## config.mk

```make
export PLATFORM = sky130hd
export DESIGN_NAME = mrav_bus_ctrl
export DESIGN_NICKNAME = d
export VERILOG_FILES = /design/src/rtl/mrav_bus_ctrl.sv
export SDC_FILE = /design/constraint.sdc
export NUM_CORES = 1
export LEC_CHECK = 0
export CORE_AREA = 2 2 122 124
export CTS_CLUSTER_DIAMETER = 120
export DETAILED_ROUTE_END_ITERATION = 8
export DIE_AREA = 0 0 124 126
export PLACE_DENSITY_LB_ADDON = 0.2
export SLEW_MARGIN = 30
export SYNTH_ARGS = -nofsm -noshare
export SYNTH_HDL_FRONTEND = slang
export SYNTH_SLANG_ARGS = --single-unit
```

## constraint.sdc

```tcl
create_clock -name clk -period 4.82 [get_ports clk]
set_input_delay 1.205 -clock clk [delete_from_list [all_inputs] [get_ports clk]]
set_output_delay 1.205 -clock clk [all_outputs]
set_load 0.02 [all_outputs]
```

## src/rtl/mrav_bus_ctrl.sv

```systemverilog
// Single-master bus controller: decodes a core request to one of NUM_DEV
// address windows, strobes that device until it answers or times out, then
// returns a one-cycle done pulse with optional error flag to the core.
module mrav_bus_ctrl #(
    parameter int                            NUM_DEV        = 4,
    parameter int                            ADDR_WIDTH     = 32,
    parameter int                            DATA_WIDTH     = 32,
    parameter logic [NUM_DEV*ADDR_WIDTH-1:0] DEV_ADDR_LO    = '0,
    parameter logic [NUM_DEV*ADDR_WIDTH-1:0] DEV_ADDR_HI    = '0,
    parameter int                            TIMEOUT_CYCLES = 16
) (
    input  logic                          clk,
    input  logic                          rst,
    input  logic                          core_read,
    input  logic                          core_write,
    input  logic [ADDR_WIDTH-1:0]         mrav_addr,
    input  logic [DATA_WIDTH-1:0]         mrav_data_out,
    output logic [DATA_WIDTH-1:0]         mrav_data_in,
    output logic                          mrav_read_done,
    output logic                          mrav_write_done,
    output logic                          mrav_bus_err,
    output logic [NUM_DEV-1:0]            dev_read,
    output logic [NUM_DEV-1:0]            dev_write,
    input  logic [NUM_DEV-1:0]            dev_read_done,
    input  logic [NUM_DEV-1:0]            dev_write_done,
    output logic [ADDR_WIDTH-1:0]         dev_addr,
    output logic [DATA_WIDTH-1:0]         dev_cpu_data_out,
    input  logic [NUM_DEV*DATA_WIDTH-1:0] dev_cpu_data_in
);

    // Handshake: the core holds core_read/core_write as a level; it is sampled
    // only in IDLE and answered by exactly one mrav_*_done pulse, with
    // mrav_bus_err valid in that same cycle. Devices see a level strobe and
    // answer with a done level that is only honoured while strobed.
    localparam int SEL_W = (NUM_DEV > 1) ? $clog2(NUM_DEV) : 1;
    localparam int CNT_W = (TIMEOUT_CYCLES > 0) ? $clog2(TIMEOUT_CYCLES + 1) : 1;

    typedef enum logic [1:0] {
        ST_IDLE   = 2'd0,
        ST_ACCESS = 2'd1,
        ST_RESP   = 2'd2
    } state_e;

    state_e                state_q, state_d;
    logic [SEL_W-1:0]      sel_q, sel_d;
    logic                  is_read_q, is_read_d;
    logic [ADDR_WIDTH-1:0] addr_q, addr_d;
    logic [DATA_WIDTH-1:0] wdata_q, wdata_d;
    logic [DATA_WIDTH-1:0] rdata_q, rdata_d;
    logic [CNT_W-1:0]      cnt_q, cnt_d;
    logic [NUM_DEV-1:0]    rd_strobe_q, rd_strobe_d;
    logic [NUM_DEV-1:0]    wr_strobe_q, wr_strobe_d;
    logic                  rd_done_q, rd_done_d;
    logic                  wr_done_q, wr_done_d;
    logic                  err_q, err_d;

    logic                  hit;
    logic [SEL_W-1:0]      hit_idx;
    logic                  done_hit;
    logic [DATA_WIDTH-1:0] sel_rdata;
    logic                  timed_out;

    function automatic logic [NUM_DEV-1:0] onehot(input logic [SEL_W-1:0] idx);
        logic [NUM_DEV-1:0] v;
        v = '0;
        for (int i = 0; i < NUM_DEV; i++) begin
            if (idx == SEL_W'(i)) begin
                v[i] = 1'b1;
            end
        end
        return v;
    endfunction

    // Walking down from the top index leaves the lowest matching window selected.
    always_comb begin
        hit     = 1'b0;
        hit_idx = '0;
        for (int i = NUM_DEV - 1; i >= 0; i--) begin
            if ((mrav_addr >= DEV_ADDR_LO[i*ADDR_WIDTH +: ADDR_WIDTH]) &&
                (mrav_addr <= DEV_ADDR_HI[i*ADDR_WIDTH +: ADDR_WIDTH])) begin
                hit     = 1'b1;
                hit_idx = SEL_W'(i);
            end
        end
    end

    always_comb begin
        done_hit  = 1'b0;
        sel_rdata = '0;
        for (int i = 0; i < NUM_DEV; i++) begin
            if (sel_q == SEL_W'(i)) begin
                done_hit  = is_read_q ? dev_read_done[i] : dev_write_done[i];
                sel_rdata = dev_cpu_data_in[i*DATA_WIDTH +: DATA_WIDTH];
            end
        end
    end

    assign timed_out = (TIMEOUT_CYCLES != 0) && (cnt_q == CNT_W'(TIMEOUT_CYCLES));

    always_comb begin
        state_d     = state_q;
        sel_d       = sel_q;
        is_read_d   = is_read_q;
        addr_d      = addr_q;
        wdata_d     = wdata_q;
        rdata_d     = rdata_q;
        cnt_d       = cnt_q;
        rd_strobe_d = '0;
        wr_strobe_d = '0;
        rd_done_d   = 1'b0;
        wr_done_d   = 1'b0;
        err_d       = 1'b0;

        unique case (state_q)
            ST_IDLE: begin
                if (core_read || core_write) begin
                    addr_d    = mrav_addr;
                    wdata_d   = mrav_data_out;
                    is_read_d = core_read;
                    sel_d     = hit_idx;
                    cnt_d     = CNT_W'(1);
                    if (core_read && core_write) begin
                        state_d   = ST_RESP;
                        rd_done_d = 1'b1;
                        err_d     = 1'b1;
                        rdata_d   = '0;
                    end else if (!hit) begin
                        state_d   = ST_RESP;
                        rd_done_d = core_read;
                        wr_done_d = core_write;
                        err_d     = 1'b1;
                        rdata_d   = '0;
                    end else begin
                        state_d     = ST_ACCESS;
                        rd_strobe_d = core_read  ? onehot(hit_idx) : '0;
                        wr_strobe_d = core_write ? onehot(hit_idx) : '0;
                    end
                end
            end
            ST_ACCESS: begin
                // A done arriving in the last allowed cycle is checked first, so it wins.
                if (done_hit) begin
                    state_d   = ST_RESP;
                    rd_done_d = is_read_q;
                    wr_done_d = !is_read_q;
                    if (is_read_q) begin
                        rdata_d = sel_rdata;
                    end
                end else if (timed_out) begin
                    state_d   = ST_RESP;
                    rd_done_d = is_read_q;
                    wr_done_d = !is_read_q;
                    err_d     = 1'b1;
                    rdata_d   = '0;
                end else begin
                    cnt_d       = cnt_q + CNT_W'(1);
                    rd_strobe_d = rd_strobe_q;
                    wr_strobe_d = wr_strobe_q;
                end
            end
            ST_RESP: begin
                state_d = ST_IDLE;
            end
            default: begin
                state_d = ST_IDLE;
            end
        endcase
    end

    always_ff @(posedge clk or posedge rst) begin
        if (rst) begin
            state_q     <= ST_IDLE;
            sel_q       <= '0;
            is_read_q   <= 1'b0;
            addr_q      <= '0;
            wdata_q     <= '0;
            rdata_q     <= '0;
            cnt_q       <= '0;
            rd_strobe_q <= '0;
            wr_strobe_q <= '0;
            rd_done_q   <= 1'b0;
            wr_done_q   <= 1'b0;
            err_q       <= 1'b0;
        end else begin
            state_q     <= state_d;
            sel_q       <= sel_d;
            is_read_q   <= is_read_d;
            addr_q      <= addr_d;
            wdata_q     <= wdata_d;
            rdata_q     <= rdata_d;
            cnt_q       <= cnt_d;
            rd_strobe_q <= rd_strobe_d;
            wr_strobe_q <= wr_strobe_d;
            rd_done_q   <= rd_done_d;
            wr_done_q   <= wr_done_d;
            err_q       <= err_d;
        end
    end

    assign mrav_data_in     = rdata_q;
    assign mrav_read_done   = rd_done_q;
    assign mrav_write_done  = wr_done_q;
    assign mrav_bus_err     = err_q;
    assign dev_read         = rd_strobe_q;
    assign dev_write        = wr_strobe_q;
    assign dev_addr         = addr_q;
    assign dev_cpu_data_out = wdata_q;

endmodule
```

Word-level counts from Yosys, hierarchy flattened
Index checks and enable logic that the tools add are counted.

word-level totals
  bits in registers = 115
  bits of input ports = 204
  output and inout port bits = 107
  word-level logic and storage cells = 81

cells by class
  add/subtract/negate cells = 1
  magnitude comparators = 2
  eq/ne operators = 8
  muxes and demuxes = 49
  reductions and logical operators = 10

operators by type and width
  operator             count
  $mux 32              6
  $pmux 32 s2          1
  $ge 32x1->1 const B  1
  $le 32x1->1 const B  1
  $mux 1               25
  $pmux 4 s2           2
  $mux 5               3
  $mux 2               5
  $pmux 5 s2           1
  $ne 3x3->1 const B   3
  $mux 4               2
  $ne 2x2->1 const B   3
  $pmux 1 s2           3
  $add 5x1->5 const B  1
  $eq 5x5->1 const B   1
  $reduce_and 5->1     1
  $pmux 2 s2           1
  $reduce_and 2->1     2
  $reduce_and 4->1     1
  $eq 2x1->1 const B   1
  $logic_and 1x1->1    2
  $logic_not 2->1      1
  $reduce_bool 2->1    1
  $logic_not 1->1      1
  $logic_or 1x1->1     1

Logic depth before layout (Yosys ltp)
Gate-level depths: netlist of the first run.

  depth in word-level cells = 7
  gate-level depth with buffers = 7
  gate-level depth less buffers = 6

Worst setup path before layout of the first run
Ideal clock, no wire load.

  path kind = input to register
  start = input port core_write
  end = register rdata_q[29], in the netlist mrav_data_in[29]
  setup time = 126 ps
  arrival time = 2,301 ps
  required time = 4,694 ps
  setup slack = 2,393 ps
  cell stages on the path = 6
  path buffers = 2
  path through = buf_2 nor3_1 a311oi_4 buf_6 a21boi_1 a221o_1

on the way
  cells in the longest elaborated chain, start to end = 4
  elaborated cells between the ends (all ways) = 8
  those cells by class = 2 x eq/ne; 3 x mux; 3 x reduce/logical

ends and longest elaborated chain
  item                  RTL line  text
  start, declared       15        input logic core_write,
  $logic_and 1x1->1     122       if (core_read && core_write) begin
  $mux 32               122
  $mux 32               116       if (core_read || core_write) begin
  $pmux 32 s2           114       unique case (state_q)
  end signal, assigned  190       rdata_q <= rdata_d;
  end, declared         49        logic [DATA_WIDTH-1:0] rdata_q, rdata_d;

Several ways; a longest one is shown, not always the timed one. The select of a mux whose other input is x is not followed.
A chain may end at the register's enable or synchronous reset.

Worst setup path after layout of the first run
  start = input port mrav_addr[25]
  end = register rdata_q[15], in the netlist mrav_data_in[15]

on the way
  cells in the longest elaborated chain, start to end = 5
  elaborated cells between the ends (all ways) = 6
  those cells by class = 2 x order compare; 1 x eq/ne; 1 x mux; 2 x reduce/logical

ends and longest elaborated chain
  item                                        RTL line  text
  start, declared                             16        input logic [ADDR_WIDTH-1:0] mrav_addr,
  $ge 32x1->1 or $le 32x1->1 (tied branches)  79, 80
  $logic_and 1x1->1 *                         79        if ((mrav_addr >= DEV_ADDR_LO[i*ADDR_WIDTH +: ADDR_WIDTH]) &&
  $mux 1 *                                    79
  $ne 3x3->1 (no line) *                      -
  $reduce_and 5->1 (no line) *                -

Mark *: on every way between the ends. The rest lies on a longest branch, timed or not.

==> results of run 1 <==
-- metal layers --
metal	global-route usage	share of wire	up-vias
met3	0.0774	0.11	16
met5	0	0	-
met2	0.270	0.46	167
met4	0.0601	0.016	0
met1	0.207	0.42	1966
li1	-	-	1975
-- worst paths after layout --
check	endpoint	slack [ps]	depth (start not counted)
worst max-delay path	mrav_data_in[15]	1840	6
worst min-delay path	dev_cpu_data_out[14]	470	2
worst max register to register	dev_addr[25]	2890	5
worst min register to register	dev_cpu_data_out[14]	470	2
max in group asynchronous	mrav_data_in[20]	2570	3
min in group asynchronous	mrav_data_in[24]	1380	2
-- Yosys cell counts, types with 3 or more instances --
master    count
buf_2        15
a21boi_1     32
a21oi_1       3
a221o_1      32
clkbuf_1      9
buf_6         6
o21ai_0       4
buf_4         7
dfrtp_1     109
nand2_1     201
inv_1         5
nor3_1        4
nor4_1        8
-- layout make-up --
type / count / area [µm²] / area share
Tap cell: 184 / 230 / 0.0321
Sequential cell: 109 / 2730 / 0.381
Inverter: 5 / 23.8 / 0.00332
Multi-Input combinational cell: 328 / 1790 / 0.250
Clock inverter: 3 / 43.8 / 0.00611
Timing Repair Buffer: 210 / 2080 / 0.291
Clock buffer: 12 / 267 / 0.0372
-- power by group through the flow --
stage	combinational (mW)	clock, mW	sequential [mW]
2_1_floorplan	0.174	0	1.20
3_3_place_gp	0.622	0	1.09
3_5_place_dp	0.628	0	1.09
4_1_cts	0.630	0.798	1.07
5_1_grt	0.673	0.830	1.09
6_report	0.621	0.764	1.07
-- kinds of logic after synthesis --
family / share of synthesized area
and+or+nand+nor: 0.202
other: 0.000792
buffers and inverters: 0.0523
AOI/OAI and AO/OA: 0.158
DFF: 0.576
muxes: 0.00476
adders and majority gates: 0.00529
-- worst reg2reg max path, delay by kind of cell (launching register included) --
kind,cells,cell delay (ps)
buffers and inverters,1,360
and+or+nand+nor,3,510
DFF,1,520
AOI/OAI and AO/OA,1,490
-- flip-flops by register name, indices dropped and copies added, names as in the netlist, 2 cells and up --
signal / cells
dev_addr: 32
dev_cpu_data_out: 32
cnt_q: 5
mrav_data_in: 32
state_q: 2
-- metrics by stage --
stage | instance area [µm²] | util | std cells | setup WS, ps
2_1_floorplan | 4750 | - | 479 | 741
3_3_place_gp | 6850 | 0.479 | 836 | 1490
3_5_place_dp | 6850 | 0.479 | 836 | 1420
4_1_cts | 7160 | 0.501 | 851 | 1790
5_1_grt | 7160 | 0.501 | 851 | 1690
6_report | 7160 | 0.501 | 851 | 1840
==> flow_metrics.env, run 1 <==
export IMPL_grt_setup_unrepaired="no"
export IMPL_startpoint="mrav_addr[25]"
export IMPL_portBuffers=202
export IMPL_vias_per_cell=4.85
export IMPL_route_vias_total=4124
export IMPL_row_count=44
export IMPL_wl_per_cell_um=15.6
export IMPL_ys_ff_latch=109
export IMPL_nets=869
export IMPL_crit_path_top_delay_cell="clkdlybuf4s50_1"
export IMPL_drc=0
export IMPL_cts_tree="built"
export IMPL_ant_nets=0
export IMPL_worst_path_largest_cell_delay_ps=440
export IMPL_antenna_found_initial=0
export IMPL_outcome="finished clean"
export IMPL_r2r_start="state_q[1]"
export IMPL_clk_latency_ps=340
export IMPL_period_needed_ps=2980
export IMPL_yosysTopAreaCell="dfrtp_1"
export IMPL_crit_chain="clkdlybuf4s50_1 -> nor4_1 -> nand4_1 -> nor3_4 -> buf_4 -> a221o_1"
export IMPL_crit_fanout=33
export IMPL_dieArea_um2=15600
export IMPL_gp_congestion=0.785
export IMPL_cts_inserted_buffers=9
export IMPL_hold_violations=0
export IMPL_holdBufCountCts=0
export IMPL_start_util=0.331
export IMPL_pin_count=311
export IMPL_worst_pin_slew_ps=795
export IMPL_p_comb_frac=0.253
export IMPL_p_sw_mw=0.710
export IMPL_yosysSeqAreaShare=0.576
export IMPL_wl_um=13300
export IMPL_yosysWarnings=0
export IMPL_yosys_most_used_dff="dfrtp_1"
export IMPL_synthCells=474
export IMPL_layout_commonest_cell="clkdlybuf4s50_1"
export IMPL_crit_family="simple AND/OR/NAND/NOR gates"
export IMPL_p_int_mw=1.75
export IMPL_fin_setup_tns_ps=0
export IMPL_fmax_mhz=335
export IMPL_max_cap_violations=0
export IMPL_dp_hpwl_um=9300
export IMPL_grt_pass1_vias=4189
export IMPL_n_antenna_cell=0
export IMPL_critPathRequiredTime_ps=5100
export IMPL_setup_viol=0
export IMPL_grt_max_degree=87
export IMPL_finalCritPeriodShare=0.618
export IMPL_drt_first_pass_iters=4
export IMPL_report_final_slew_viol_count=0
export IMPL_drt_iter0_drc=220
export IMPL_core_area_um2=14300
export IMPL_start_kind="input port"
export IMPL_drive_above_1_share=0.0525
export IMPL_post_cts_buffers=0
export IMPL_fillers=1337
export IMPL_grt_overflow=0
export IMPL_peakVddDrop_uv=219
export IMPL_grt_pass1_wl_um=21100
export IMPL_clock_power_share=0.311
export IMPL_clk_pin_slew_ps=60
export IMPL_slew_headroom=0.468
export IMPL_mostFrequentLayoutCells="202 x clkdlybuf4s50_1, 201 x nand2_1, 109 x dfrtp_1"
export IMPL_cts_resized=0
export IMPL_synth_top_area_share=0.576
export IMPL_async_flop_share=1.00
export IMPL_cp_arrival_ps=3260
export IMPL_max_clock_path_buffers=2
export IMPL_hp_class="flip-flop to flip-flop"
export IMPL_critical_path_buf_inv_count=2
export IMPL_track_usage=0.171
export IMPL_power_mw=2.46
export IMPL_power_density_nw_per_um2=343
export IMPL_synth_enable_flop_cells=0
export IMPL_post_synth_num_cell_types=42
export IMPL_leakage_nw=3.27
export IMPL_cp_end_kind="flip-flop"
export IMPL_cts_sinks=109
export IMPL_htree_levels=3
export IMPL_seq_power_share=0.437
export IMPL_sw_frac_of_total=0.289
export IMPL_worst_setup_path_type="input port to flip-flop"
export IMPL_syn_mean_instance_area_um2=9.99
export IMPL_finClkSkew_ps=6.49
export IMPL_area_delta_synth_final_pct=51.4
export IMPL_hold_ws_ps=472
export IMPL_netlist_area_um2=4730
export IMPL_hp_start="dev_cpu_data_out[14]"
export IMPL_synth_area_leaders="dfrtp_1 58%, nand2_1 16%, a221o_1 6.8%"
export IMPL_root_buffer="clkbuf_16"
export IMPL_die_y_um=126
export IMPL_fp_dieW_um=124
(Power assumes the default switching activity.)
==> inputs of run 2 (changes only) <==
--- a/config.mk
+++ b/config.mk
@@ -5,10 +5,10 @@
 export SDC_FILE = /design/constraint.sdc
 export NUM_CORES = 1
 export LEC_CHECK = 0
-export CORE_AREA = 2 2 122 124
+export CORE_MARGIN = 2
+export CORE_UTILIZATION = 33
 export CTS_CLUSTER_DIAMETER = 120
 export DETAILED_ROUTE_END_ITERATION = 8
-export DIE_AREA = 0 0 124 126
 export PLACE_DENSITY_LB_ADDON = 0.2
 export SLEW_MARGIN = 30
 export SYNTH_ARGS = -nofsm -noshare
==> constraint.sdc (replaced) <==
create_clock -name clk -period 2.5 [get_ports clk]
set_input_delay 0.625 -clock clk [delete_from_list [all_inputs] [get_ports clk]]
set_output_delay 0.625 -clock clk [all_outputs]
set_load 0.02 [all_outputs]
==> run 2 against run 1 <==
- clock skew increased by 4.3 ps
- via count increased by 1.3%
- non-clock buffer count grew 8
- count of clock-buffer cells in the layout decreased by 2
- worst setup slack worse by 1600 ps
- highest routed layer unchanged
- worst hold slack better by 4.9 ps
==> flow_metrics.env, run 2 (synthesized netlist as in run 1, its figures left out) <==
export IMPL_holdBufCountCts=0
export IMPL_grt_pass1_wl_um=21800
export IMPL_critPathRequiredTime_ps=2780
export IMPL_fmax_mhz=448
export IMPL_power_density_nw_per_um2=644
export IMPL_layout_commonest_cell="clkdlybuf4s50_1"
export IMPL_clk_pin_slew_ps=80
export IMPL_cts_sinks=109
export IMPL_cp_end_kind="flip-flop"
export IMPL_report_final_slew_viol_count=0
export IMPL_dp_hpwl_um=9530
export IMPL_worst_path_largest_cell_delay_ps=440
export IMPL_outcome="finished clean"
export IMPL_start_kind="input port"
export IMPL_gp_congestion=0.739
export IMPL_drt_first_pass_iters=4
export IMPL_leakage_nw=3.32
export IMPL_grtUsageMet3=0.0879
export IMPL_nets=877
export IMPL_grt_util_met2=0.297
export IMPL_period_needed_ps=2230
export IMPL_htree_levels=3
export IMPL_die_y_um=124
export IMPL_pin_count=311
export IMPL_multiInputGateArea_um2=1790
export IMPL_hp_class="flip-flop to flip-flop"
export IMPL_ant_nets=0
export IMPL_grt_setup_unrepaired="no"
export IMPL_seq_area_um2=2730
export IMPL_n_antenna_cell=0
export IMPL_max_clock_path_buffers=2
export IMPL_crit_fanout=33
export IMPL_crit_path_top_delay_cell="nor4_1"
export IMPL_grt_overflow=0
export IMPL_max_cap_violations=0
export IMPL_antenna_found_initial=0
export IMPL_grt_busiest_layer="met2"
export IMPL_wl_um=13600
export IMPL_fp_dieW_um=124
export IMPL_drt_iter0_drc=287
export IMPL_clk_latency_ps=350
export IMPL_drive_above_1_share=0.0636
export IMPL_slew_headroom=0.559
export IMPL_cts_resized=0
export IMPL_wl_per_cell_um=15.9
export IMPL_grt_max_degree=68
export IMPL_grt_pass1_vias=4334
export IMPL_peakVddDrop_uv=511
export IMPL_track_usage=0.183
export IMPL_cts_inserted_buffers=9
export IMPL_finalCritPeriodShare=0.893
export IMPL_dieArea_um2=15300
export IMPL_mostFrequentLayoutCells="202 x clkdlybuf4s50_1, 201 x nand2_1, 109 x dfrtp_1"
export IMPL_cp_arrival_ps=2520
export IMPL_post_cts_buffers=0
export IMPL_drc=0
export IMPL_row_count=43
export IMPL_cts_tree="built"
export IMPL_core_area_um2=13900
export IMPL_vias_per_cell=4.88
export IMPL_worst_setup_path_type="input port to flip-flop"
export IMPL_setup_viol=0
export IMPL_crit_chain="clkdlybuf4s50_1 -> nor4_1 -> nand4_1 -> nor3_4 -> buf_12 -> a221o_1"
export IMPL_fin_setup_tns_ps=0
export IMPL_worst_pin_slew_ps=660
export IMPL_fillers=1254
export IMPL_finClkSkew_ps=10.8
export IMPL_portBuffers=202
export IMPL_fin_util=0.523
export IMPL_route_vias_total=4178
export IMPL_start_util=0.340
export IMPL_area_delta_synth_final_pct=54.0
export IMPL_power_mw=4.69
export IMPL_root_buffer="clkbuf_16"
export IMPL_use_met1=0.219
export IMPL_hold_violations=0
run 2: per-stage QoR:
stage / instance area [µm²] / setup WS (ps) / std cells / hold WS, ps
6_report: 7290 / 267 / 856 / 477
2_1_floorplan: 4760 / 560 / 479 / 491
4_1_cts: 7290 / 246 / 856 / 481
3_3_place_gp: 6990 / -69.5 / 840 / 458
5_1_grt: 7290 / 135 / 856 / 501
3_5_place_dp: 6990 / -108 / 840 / 462
run 2: routing by layer:
metal / part of all wire / up-vias
met5: 0 / -
met4: 0.0086 / 0
met3: 0.12 / 10
met2: 0.47 / 163
met1: 0.40 / 2019
li1: - / 1986
run 2: cell type report:
| cell class | count | area share |
|---|---|---|
| clock buffers | 10 | 0.0328 |
| clock inverters | 6 | 0.00789 |
| inverters | 5 | 0.00309 |
| multi-input cells | 328 | 0.245 |
| flip-flops and latches | 109 | 0.374 |
| well taps | 180 | 0.0309 |
| repair buffers | 218 | 0.306 |
run 2: power by group:
part | total [mW] | switching, mW | leakage (nW) | internal [mW]
Combinational | 1.22 | 0.634 | 1.78 | 0.586
Clock | 1.40 | 0.679 | 0.144 | 0.723
Sequential | 2.07 | 0.116 | 1.40 | 1.95
Total | 4.69 | 1.43 | 3.32 | 3.26
run 2: path summary, 6_finish.rpt:
| path | start | to | slack (ps) | cells after the start |
|---|---|---|---|---|
| setup / recovery | mrav_addr[6] | mrav_data_in[30] | 270 | 6 |
| hold / removal | dev_cpu_data_out[13] | dev_cpu_data_out[13] | 480 | 2 |
| setup reg to reg | cnt_q[0] | mrav_data_in[7] | 600 | 7 |
| hold reg to reg | dev_cpu_data_out[13] | dev_cpu_data_out[13] | 480 | 2 |
| max in group asynchronous | rst | mrav_data_in[24] | 1180 | 3 |
| min in group asynchronous | rst | mrav_data_in[5] | 720 | 2 |
run 2: worst max-delay path: cells and delay by family:
| family | cells | cell delay (ps) |
|---|---|---|
| compound gates | 1 | 190 |
| buf+inv | 2 | 650 |
| simple gates | 3 | 1030 |
